===== src/rtl/fetch_stage.sv =====
// -----------------------------------------------------------------------------
// fetch_stage
//
// MIPS instruction-fetch stage. It holds the PC and drives it as the byte
// address of a combinational instruction memory. The returned word is
// captured into the IF/ID pipeline register one clock later. Stall, flush and
// branch/jump redirects resolved in ID steer the next PC and IF/ID contents.
//
// Optional feature macro: FETCH_PERF_CNT_EN
//   When defined, the outputs fetch_count and stall_count are added. These are
//   32-bit wrapping performance counters.
//
// Parameters
//   RESET_PC      PC value loaded on reset
//   IMEM_BYTES    instruction memory size in bytes (multiple of 4)
//
// Ports
//   clk            in   clock, rising edge
//   reset          in   asynchronous reset, active-high
//   stall          in   hold PC and IF/ID
//   flush          in   squash IF/ID on next edge
//   branch_taken   in   taken branch resolved in ID
//   branch_target  in   byte address of branch target
//   jump           in   ID holds a j instruction
//   jump_index     in   instr[25:0] of that j
//   imem_addr      out  byte address to instruction memory (= pc)
//   imem_data      in   instruction word, combinational
//   pc             out  current PC
//   if_id_instr    out  captured instruction
//   if_id_pc4      out  captured PC+4
//   if_id_valid    out  IF/ID holds a real instruction
//   if_id_fault    out  captured fetch was out of range or misaligned
//   fetch_count    out  (FETCH_PERF_CNT_EN) edges that loaded a valid IF/ID
//   stall_count    out  (FETCH_PERF_CNT_EN) edges with stall asserted
// -----------------------------------------------------------------------------
module fetch_stage #(
    parameter logic [31:0] RESET_PC   = 32'h0000_0000,
    parameter int unsigned IMEM_BYTES = 1024
) (
    input  logic        clk,
    input  logic        reset,
    input  logic        stall,
    input  logic        flush,
    input  logic        branch_taken,
    input  logic [31:0] branch_target,
    input  logic        jump,
    input  logic [25:0] jump_index,
    output logic [31:0] imem_addr,
    input  logic [31:0] imem_data,
    output logic [31:0] pc,
    output logic [31:0] if_id_instr,
    output logic [31:0] if_id_pc4,
    output logic        if_id_valid,
`ifdef FETCH_PERF_CNT_EN
    output logic [31:0] fetch_count,
    output logic [31:0] stall_count,
`endif
    output logic        if_id_fault
);

    // Highest legal word address
    localparam logic [31:0] LAST_WORD_ADDR = 32'(IMEM_BYTES) - 32'd4;

    // A fetch faults when the address is misaligned or past the last word.
    function automatic logic fetch_fault(input logic [31:0] addr);
        return (addr[1:0] != 2'b00) || (addr > LAST_WORD_ADDR);
    endfunction

    logic [31:0] pc_r;
    logic [31:0] instr_r;
    logic [31:0] pc4_r;
    logic        valid_r;
    logic        fault_r;

    logic [31:0] pc_plus4_s;
    logic        fault_s;
    logic [31:0] pc_next_s;
    logic [31:0] instr_next_s;
    logic [31:0] pc4_next_s;
    logic        valid_next_s;
    logic        fault_next_s;

    // Next-state selection: stall > jump > branch > flush > sequential fetch
    always_comb begin
        pc_plus4_s   = pc_r + 32'd4;
        fault_s      = fetch_fault(pc_r);
        pc_next_s    = pc_r;
        instr_next_s = instr_r;
        pc4_next_s   = pc4_r;
        valid_next_s = valid_r;
        fault_next_s = fault_r;
        if (stall) begin
            // ID re-presents any redirect once the stall clears.
            pc_next_s    = pc_r;
            instr_next_s = instr_r;
            pc4_next_s   = pc4_r;
            valid_next_s = valid_r;
            fault_next_s = fault_r;
        end else if (jump) begin
            // Jump region comes from the PC+4 of the j sitting in IF/ID.
            pc_next_s    = {pc4_r[31:28], jump_index, 2'b00};
            instr_next_s = 32'h0000_0000;
            pc4_next_s   = 32'h0000_0000;
            valid_next_s = 1'b0;
            fault_next_s = 1'b0;
        end else if (branch_taken) begin
            pc_next_s    = branch_target;
            instr_next_s = 32'h0000_0000;
            pc4_next_s   = 32'h0000_0000;
            valid_next_s = 1'b0;
            fault_next_s = 1'b0;
        end else if (flush) begin
            pc_next_s    = pc_plus4_s;
            instr_next_s = 32'h0000_0000;
            pc4_next_s   = 32'h0000_0000;
            valid_next_s = 1'b0;
            fault_next_s = 1'b0;
        end else begin
            // A faulting fetch still advances; the bad word is replaced by a NOP.
            pc_next_s    = pc_plus4_s;
            instr_next_s = fault_s ? 32'h0000_0000 : imem_data;
            pc4_next_s   = pc_plus4_s;
            valid_next_s = ~fault_s;
            fault_next_s = fault_s;
        end
    end

    // PC and IF/ID pipeline register
    always_ff @(posedge clk or posedge reset) begin
        if (reset) begin
            pc_r    <= RESET_PC;
            instr_r <= 32'h0000_0000;
            pc4_r   <= 32'h0000_0000;
            valid_r <= 1'b0;
            fault_r <= 1'b0;
        end else begin
            pc_r    <= pc_next_s;
            instr_r <= instr_next_s;
            pc4_r   <= pc4_next_s;
            valid_r <= valid_next_s;
            fault_r <= fault_next_s;
        end
    end

    assign pc          = pc_r;
    assign imem_addr   = pc_r;
    assign if_id_instr = instr_r;
    assign if_id_pc4   = pc4_r;
    assign if_id_valid = valid_r;
    assign if_id_fault = fault_r;

`ifdef FETCH_PERF_CNT_EN
    logic [31:0] fetch_cnt_r;
    logic [31:0] stall_cnt_r;
    logic        fetch_inc_s;

    // A valid load happens only on a non-stalled edge that captures a real word.
    always_comb begin
        fetch_inc_s = (~stall) & valid_next_s;
    end

    // Performance counters, wrapping at 2^32
    always_ff @(posedge clk or posedge reset) begin
        if (reset) begin
            fetch_cnt_r <= 32'h0000_0000;
            stall_cnt_r <= 32'h0000_0000;
        end else begin
            fetch_cnt_r <= fetch_cnt_r + {31'd0, fetch_inc_s};
            stall_cnt_r <= stall_cnt_r + {31'd0, stall};
        end
    end

    assign fetch_count = fetch_cnt_r;
    assign stall_count = stall_cnt_r;
`endif

endmodule

===== config.mk =====
export PLATFORM = sky130hd
export DESIGN_NAME = fetch_stage
export DESIGN_NICKNAME = d
export VERILOG_FILES = /design/src/rtl/fetch_stage.sv
export SDC_FILE = /design/constraint.sdc
export NUM_CORES = 1
export LEC_CHECK = 0
export BUFFER_PORTS_ARGS = -buffer_cell sky130_fd_sc_hd__buf_4
export CAP_MARGIN = 5
export CORE_AREA = 2 2 87 151
export DETAILED_ROUTE_END_ITERATION = 10
export DIE_AREA = 0 0 89 153
export PLACE_DENSITY = 0.75
export SLEW_MARGIN = 20
export SYNTH_ARGS = -nofsm -noshare
export SYNTH_HDL_FRONTEND = slang
export SYNTH_SLANG_ARGS = --single-unit

===== constraint.sdc =====
create_clock -name clk -period 8.3 [get_ports clk]
set_input_delay 0.83 -clock clk [delete_from_list [all_inputs] [get_ports clk]]
set_output_delay 0.83 -clock clk [all_outputs]
set_load 0.1 [all_outputs]

# Yosys cells after proc, flatten, opt, wreduce, memory -nomap -nowiden
# Index checks and enable logic that the tools add are counted.
# totals
out_inout_bits,130
wordCells,25
ff_bits,98
# op_classes
n_mux,15
n_lt_le_gt_ge,1
n_reduce_logical,2
add_sub_neg,1
n_bitwise,1
# ops
operator,n
$mux W32,9
$add A32 B3 Y32 const B,1
$gt A32 B10 Y1 const B,1
$mux W1,6
$reduce_bool A2 Y1,1
$logic_or A1 B1 Y1,1
$not A1 Y1,1

# Longest topological paths before layout
# Gate-level depths: netlist of run 1.
# depth
word_depth,6
ltp_mapped,7

# Worst setup path after synthesis of run 1
# No wires, ideal clock.
# synth_path
kind,reg-to-reg
startpoint,register pc_r[2] (netlist: imem_addr[2])
endpoint,register pc_r[24] (netlist: imem_addr[24])
setup_ns,0.131
setup_slack_ns,5.639
n_path_buf,0
t_required_ns,8.169
arrival_time_ns,2.530
period_less_slack_ns,2.661
stages_incl_launch_ff,6
path_cell_list,dfrtp_1 -> ha_1 -> nand3_1 -> nor4_1 -> a21oi_1 -> or3_1
# synth_between
elab_chain_cells,3
# synth_rtl
element,line,text
from (decl),69,logic [31:0] pc_r;
from (signal assigned),137,pc_r <= pc_next_s;
$add A32 B3 Y32,85,pc_plus4_s = pc_r + 32'd4;
$mux W32,106,end else if (branch_taken) begin
$mux W32,99,end else if (jump) begin
# No other way between the ends.
# A chain may end at the register's enable or synchronous reset.

==> results of run 1 <==
[flip-flops by register name, indices dropped and copies added (netlist names)]
register,flops
if_id_instr,32
if_id_valid,1
imem_addr,32
if_id_fault,1
if_id_pc4,32
[cell usage after synthesis (all sizes together), types with 4 or more instances]
cell and instances:
o311ai 4, a22o 38, nand2b 4, dfrtp 98, xnor2 8, a311o 6, nand4 15, nor2 30
o21ai 42, nand3 18, nor4 17, o211ai 12, and4 6, buf 52, a22oi 14, nand2 74
clkbuf 35, nor3 20, a211o 4, and3 11, a21oi 20, and2 6, inv 10, a221o 7
[kinds of logic (layout without fill, tap and decap cells)]
group,after synthesis,count (layout),share of synthesized area
XOR/XNOR,10,10,0.01566
adder cells (fa/ha/maj),1,1,0.002237
AO/OA/AOI/OAI,182,182,0.2385
flip-flops,98,98,0.4385
buffers and inverters,97,257,0.09799
multiplexers,1,1,0.001790
AND/OR/NAND/NOR,218,218,0.2054
[per-layer routing]
| layer | vias up | GRT usage | wire length, um |
|---|---|---|---|
| met4 | 0 | 0.1514 | 792 |
| met5 | - | 0 | 0 |
| met3 | 54 | 0.03888 | 1440 |
| met1 | 2785 | 0.3256 | 6880 |
| li1 | 2543 | - | - |
| met2 | 302 | 0.4456 | 9538 |
[worst register-to-register path, delay by kind of cell (launching register included)]
| kind | cells | cell delay (ns) |
|---|---|---|
| DFF | 1 | 0.57 |
| and+or+nand+nor | 3 | 1.54 |
| AOI/OAI and AO/OA | 1 | 0.41 |
[power by group]
group / internal (mW) / switching, mW
Sequential: 0.504 / 0.0651
Combinational: 0.131 / 0.460
Clock: 0.282 / 0.186
Total: 0.917 / 0.711
[through the flow]
step / worst slack, ns / util / power (mW)
floorplan: 4.908 / - / 1.043
global placement: 5.170 / 0.5653 / 1.159
detailed placement: 5.008 / 0.5653 / 1.167
CTS: 5.382 / 0.5923 / 1.631
global route: 5.400 / 0.5935 / 1.680
finish: 5.572 / 0.5935 / 1.628
[cell type report]
class                   count  area, um2  share of cell area
repair buffers            231       1742              0.2361
well taps                 168      210.2             0.02849
multi-input cells         412       2599              0.3522
clock inverters             5      82.58             0.01119
clock buffers              11      252.7             0.03425
flip-flops and latches     98       2452              0.3324
inverters                  10      40.04            0.005426
[worst paths after layout]
path	to	slack [ns]	cells past startpoint
worst max-delay path	imem_addr[16]	5.57	6
worst min-delay path	if_id_pc4[10]	0.49	2
worst max register to register	imem_addr[22]	5.67	4
worst min register to register	if_id_pc4[10]	0.49	2
max in group asynchronous	if_id_pc4[10]	6.60	3
min in group asynchronous	if_id_pc4[8]	0.51	2
==> results.cfg, run 1 <==
[status]
outcome = finished, final reports clean

[sta]
fin_crit_sh = 0.3286
finalSetupViolations = 0
worst_pin_slew_ns = 1.027
max_freq_mhz = 366.6
finClkSkew_ns = 0.007269
fin_tns_setup_ns = 0
drv_slew = 0
rsz0062_at_grt = no
hold_violations = 0
max-slew-margin-rel = 0.3117
fin_crit_ns = 2.728
hold_ws_ns = 0.4929

[cts]
cts_root_buffer = clkbuf_16
clk_latency_ns = 0.35
clk_pin_slew_worst_paths_ns = 0.07
cts_buffers = 9
cts_tree = built
clock-sinks = 98
cts_hold_buffers = 0
cts_resized = 0
post_cts_buffers = 0
htree_levels = 3
cts_buffer_depth = 2

[routing]
vias = 5684
drt_pass1_iterations = 6
routedWlPerCell_um = 19.95
vias_per_cell = 6.079
drc = 0
wirelength_um = 18650
drt_iter0_drc = 454
ant_nets = 0

[cells_and_area]
n_antenna_cell = 0
fin_area_mm2 = 0.007378
drive_gt1_frac = 0.3416
area_growth_pct = 31.92
final_common_cell = buf_4
fill_cells = 1144
layout_common_cells = 230 x buf_4, 98 x dfrtp_1, 74 x nand2_1, 41 x o21ai_0, 38 x a22o_1
fin_nets = 859
finalNonFillerCells = 935

[global_routing]
grt_start_max_net_pins = 81
grt_overflow = 0
grt_util_all_layers = 0.2691
antenna_found_initial = 0
grt_pass1_vias = 5559
grt_pass1_wl_um = 28630

[placement]
hpwlAfterDp_um = 13300
io_buffers = 225
placed_area_mm2 = 0.007028
place_congestion = 0.8961
dp.cells = 918

[setup_path]
r2r-start = imem_addr[15]
slowest_stage = buf_4
critPathCaptureType = flip-flop
worst-setup-path-type = input port to flip-flop
crit_chain = buf_4 > buf_4 > inv_1 > nand3_1 > nor3_1 > a311o_1
crit_start = stall
arrival_ns = 2.96
crit_top_cell = buf_4
crit_family = buffers and inverters
crit_fanout = 80
worstSetupStartpointType = input port
crit_path_max_incr_delay_ns = 0.72
crit_buf_inv = 3
worstPathRequired_ns = 8.53

[synth]
synth_edf_count = 0
netlist_top_cells_area = dfrtp_1 44%, a22o_1 6.0%, nand2_1 5.0%
syn_area_mm2 = 0.005593
synthCells = 607
syn_nets = 704
async_flop_share = 1.000
ys_warn_count = 0
ys_ff_latch = 98
synth-seq-area-share = 0.4385
ys.flop_type = dfrtp_1
yosysTopAreaCell = dfrtp_1
synth.distinct_cells = 69
syn_area_per_cell_um2 = 9.214
synthDominantCellAreaShare = 0.4385

[hold_path]
hp-start = if_id_pc4[10]
hold_path_class = flip-flop to flip-flop

[power_and_ir_drop]
ir_drop_v = 0.0001010
power_density_mw_per_mm2 = 220.7
p_leak_nw = 3.519

[floorplanning]
die_area_mm2 = 0.01362
fp.dieH_um = 153
num_rows = 54
start_util = 0.4499
chipWidth_um = 89
core_area_mm2 = 0.01243
pin_count = 226

[flow_run]
drv_cap = 0
Power figures use the tool's default switching activity.
==> run 2, diff against run 1 <==
- CORE_AREA: 2 2 87 151 -> 2 2 89 155
- DIE_AREA: 0 0 89 153 -> 0 0 91 157
- clock period: 8.3 -> 2.5 ns (I/O delays scaled with it)
==> run 2 against run 1 <==
  * Wire length is 1.9% higher
  * Critical path type is now flip-flop to flip-flop
  * Total power grew to 3.2 times the previous value
  * Hold slack worse by 0.37 ns
  * Global-route usage is 1.4 points lower
  * Critical path depth is 1 lower
  * Sequential cell count stayed put
  * Via count is 0.90% higher
  * Count of clock-buffer cells in the layout is 1 higher
  * Non-clock buffer count is 12 higher
  * Final cell count is 1.6% higher
  * Largest power group unchanged
==> results.cfg, run 2 (synthesized netlist as in run 1, its figures left out) <==
[status]
outcome = finished, final reports clean

[floorplanning]
fp.dieH_um = 157
core_area_mm2 = 0.01294
die_area_mm2 = 0.01429
start_util = 0.4323
pin_count = 226
chipWidth_um = 91
num_rows = 55

[cells_and_area]
drive_gt1_frac = 0.3556
area_growth_pct = 33.24
fin_nets = 871
finalNonFillerCells = 950
final_common_cell = buf_4
layout_common_cells = 239 x buf_4, 92 x dfrtp_1, 74 x nand2_1, 41 x o21ai_0, 38 x a22o_1
n_antenna_cell = 0

[sta]
fin_crit_ns = 2.170
finalSetupViolations = 0
hold_violations = 0
worst_pin_slew_ns = 0.8669
fin_tns_setup_ns = 0
max-slew-margin-rel = 0.4176
finClkSkew_ns = 0.01060
rsz0062_at_grt = no
drv_slew = 0
fin_crit_sh = 0.8680
max_freq_mhz = 460.8

[routing]
drt_iter0_drc = 437
vias = 5735
routedWlPerCell_um = 20.01
ant_nets = 0
wirelength_um = 19010
drc = 0
vias_per_cell = 6.037
drt_pass1_iterations = 6

[hold_path]
holdPathEnd = if_id_instr[4]
hold_path_class = input port to flip-flop
hp-start = imem_data[4]
holdPathStages = 2

[cts]
cts_buffers = 9
post_cts_buffers = 0
htree_levels = 3
cts_hold_buffers = 1
clock-sinks = 98
cts_buffer_depth = 2
cts_resized = 0
clk_latency_ns = 0.34
cts_tree = built
clk_pin_slew_worst_paths_ns = 0.07
cts_root_buffer = clkbuf_16

[setup_path]
r2r-start = imem_addr[2]
worst-setup-path-type = flip-flop to flip-flop
arrival_ns = 2.39
crit_fanout = 9
r2r_slack_ns = 0.33
critPathCaptureType = flip-flop
reg2reg_to = imem_addr[16]
worstPathRequired_ns = 2.72
worstSetupStartpointType = flip-flop
r2r_cells = 5

[global_routing]
antenna_found_initial = 0
grt_pass1_vias = 5553
grt_overflow = 0
grt_pass1_wl_um = 28990
grt_util_all_layers = 0.2546
grt_start_max_net_pins = 136

[placement]
io_buffers = 225
place_congestion = 0.9179
dp.cells = 933
hpwlAfterDp_um = 13780

[power_and_ir_drop]
power_density_mw_per_mm2 = 695.4
p_leak_nw = 3.551
ir_drop_v = 0.0004409

[flow_run]
drv_cap = 0
==> run 2: through the flow <==
step / area [um2] / setup slack, ns / hold slack (ns) / total power [mW] / util
after floorplan: 5604 / 0.001937 / 0.3786 / 3.466 / -
after global placement: 7168 / 0.4721 / 0.3487 / 3.879 / 0.5541
after detailed placement: 7168 / 0.3913 / 0.3575 / 3.899 / 0.5541
after CTS: 7452 / 0.3641 / 0.1144 / 5.205 / 0.5760
after global routing: 7452 / 0.2011 / 0.1158 / 5.354 / 0.5760
final: 7452 / 0.3299 / 0.1204 / 5.182 / 0.5760
==> run 2: how the worst max path moves through the flow <==
stage,startpoint,end,cells after the start
after detailed placement,imem_addr[9],imem_addr[16],4
after CTS,imem_addr[2],imem_addr[16],5
after floorplan,imem_addr[4],imem_addr[24],5
final,imem_addr[2],imem_addr[16],5
after global routing,imem_addr[2],imem_addr[24],5
after global placement,imem_addr[4],imem_addr[27],4
==> run 2: power breakdown <==
group / switching (mW) / internal, mW / total (mW)
clock: 0.598 / 0.705 / 1.30
sequential: 0.202 / 1.68 / 1.88
combinational: 1.55 / 0.455 / 2.00
==> run 2: cell type report <==
class	instances	area [um2]
Clock buffer	12	246.5
Clock inverter	4	27.53
Fill cell	1167	5485
Inverter	10	41.29
Multi-Input combinational cell	412	2599
Sequential cell	98	2460
Tap cell	171	214.0
Timing Repair Buffer	243	1864
==> run 2: worst max-delay path, stage by stage, from the launching register on <==
cell     delay, ns
dfrtp_2       0.44
ha_1          0.27
nand3_1       0.24
nor4_2        0.55
nand2_1       0.17
a311o_1       0.38
==> run 2: metal layers <==
layer,part of all wire,up-vias,track usage
li1,-,2569,-
met1,0.35,2792,0.2841
met2,0.53,316,0.4526
met3,0.078,58,0.04787
met4,0.043,0,0.1429
met5,0,-,0
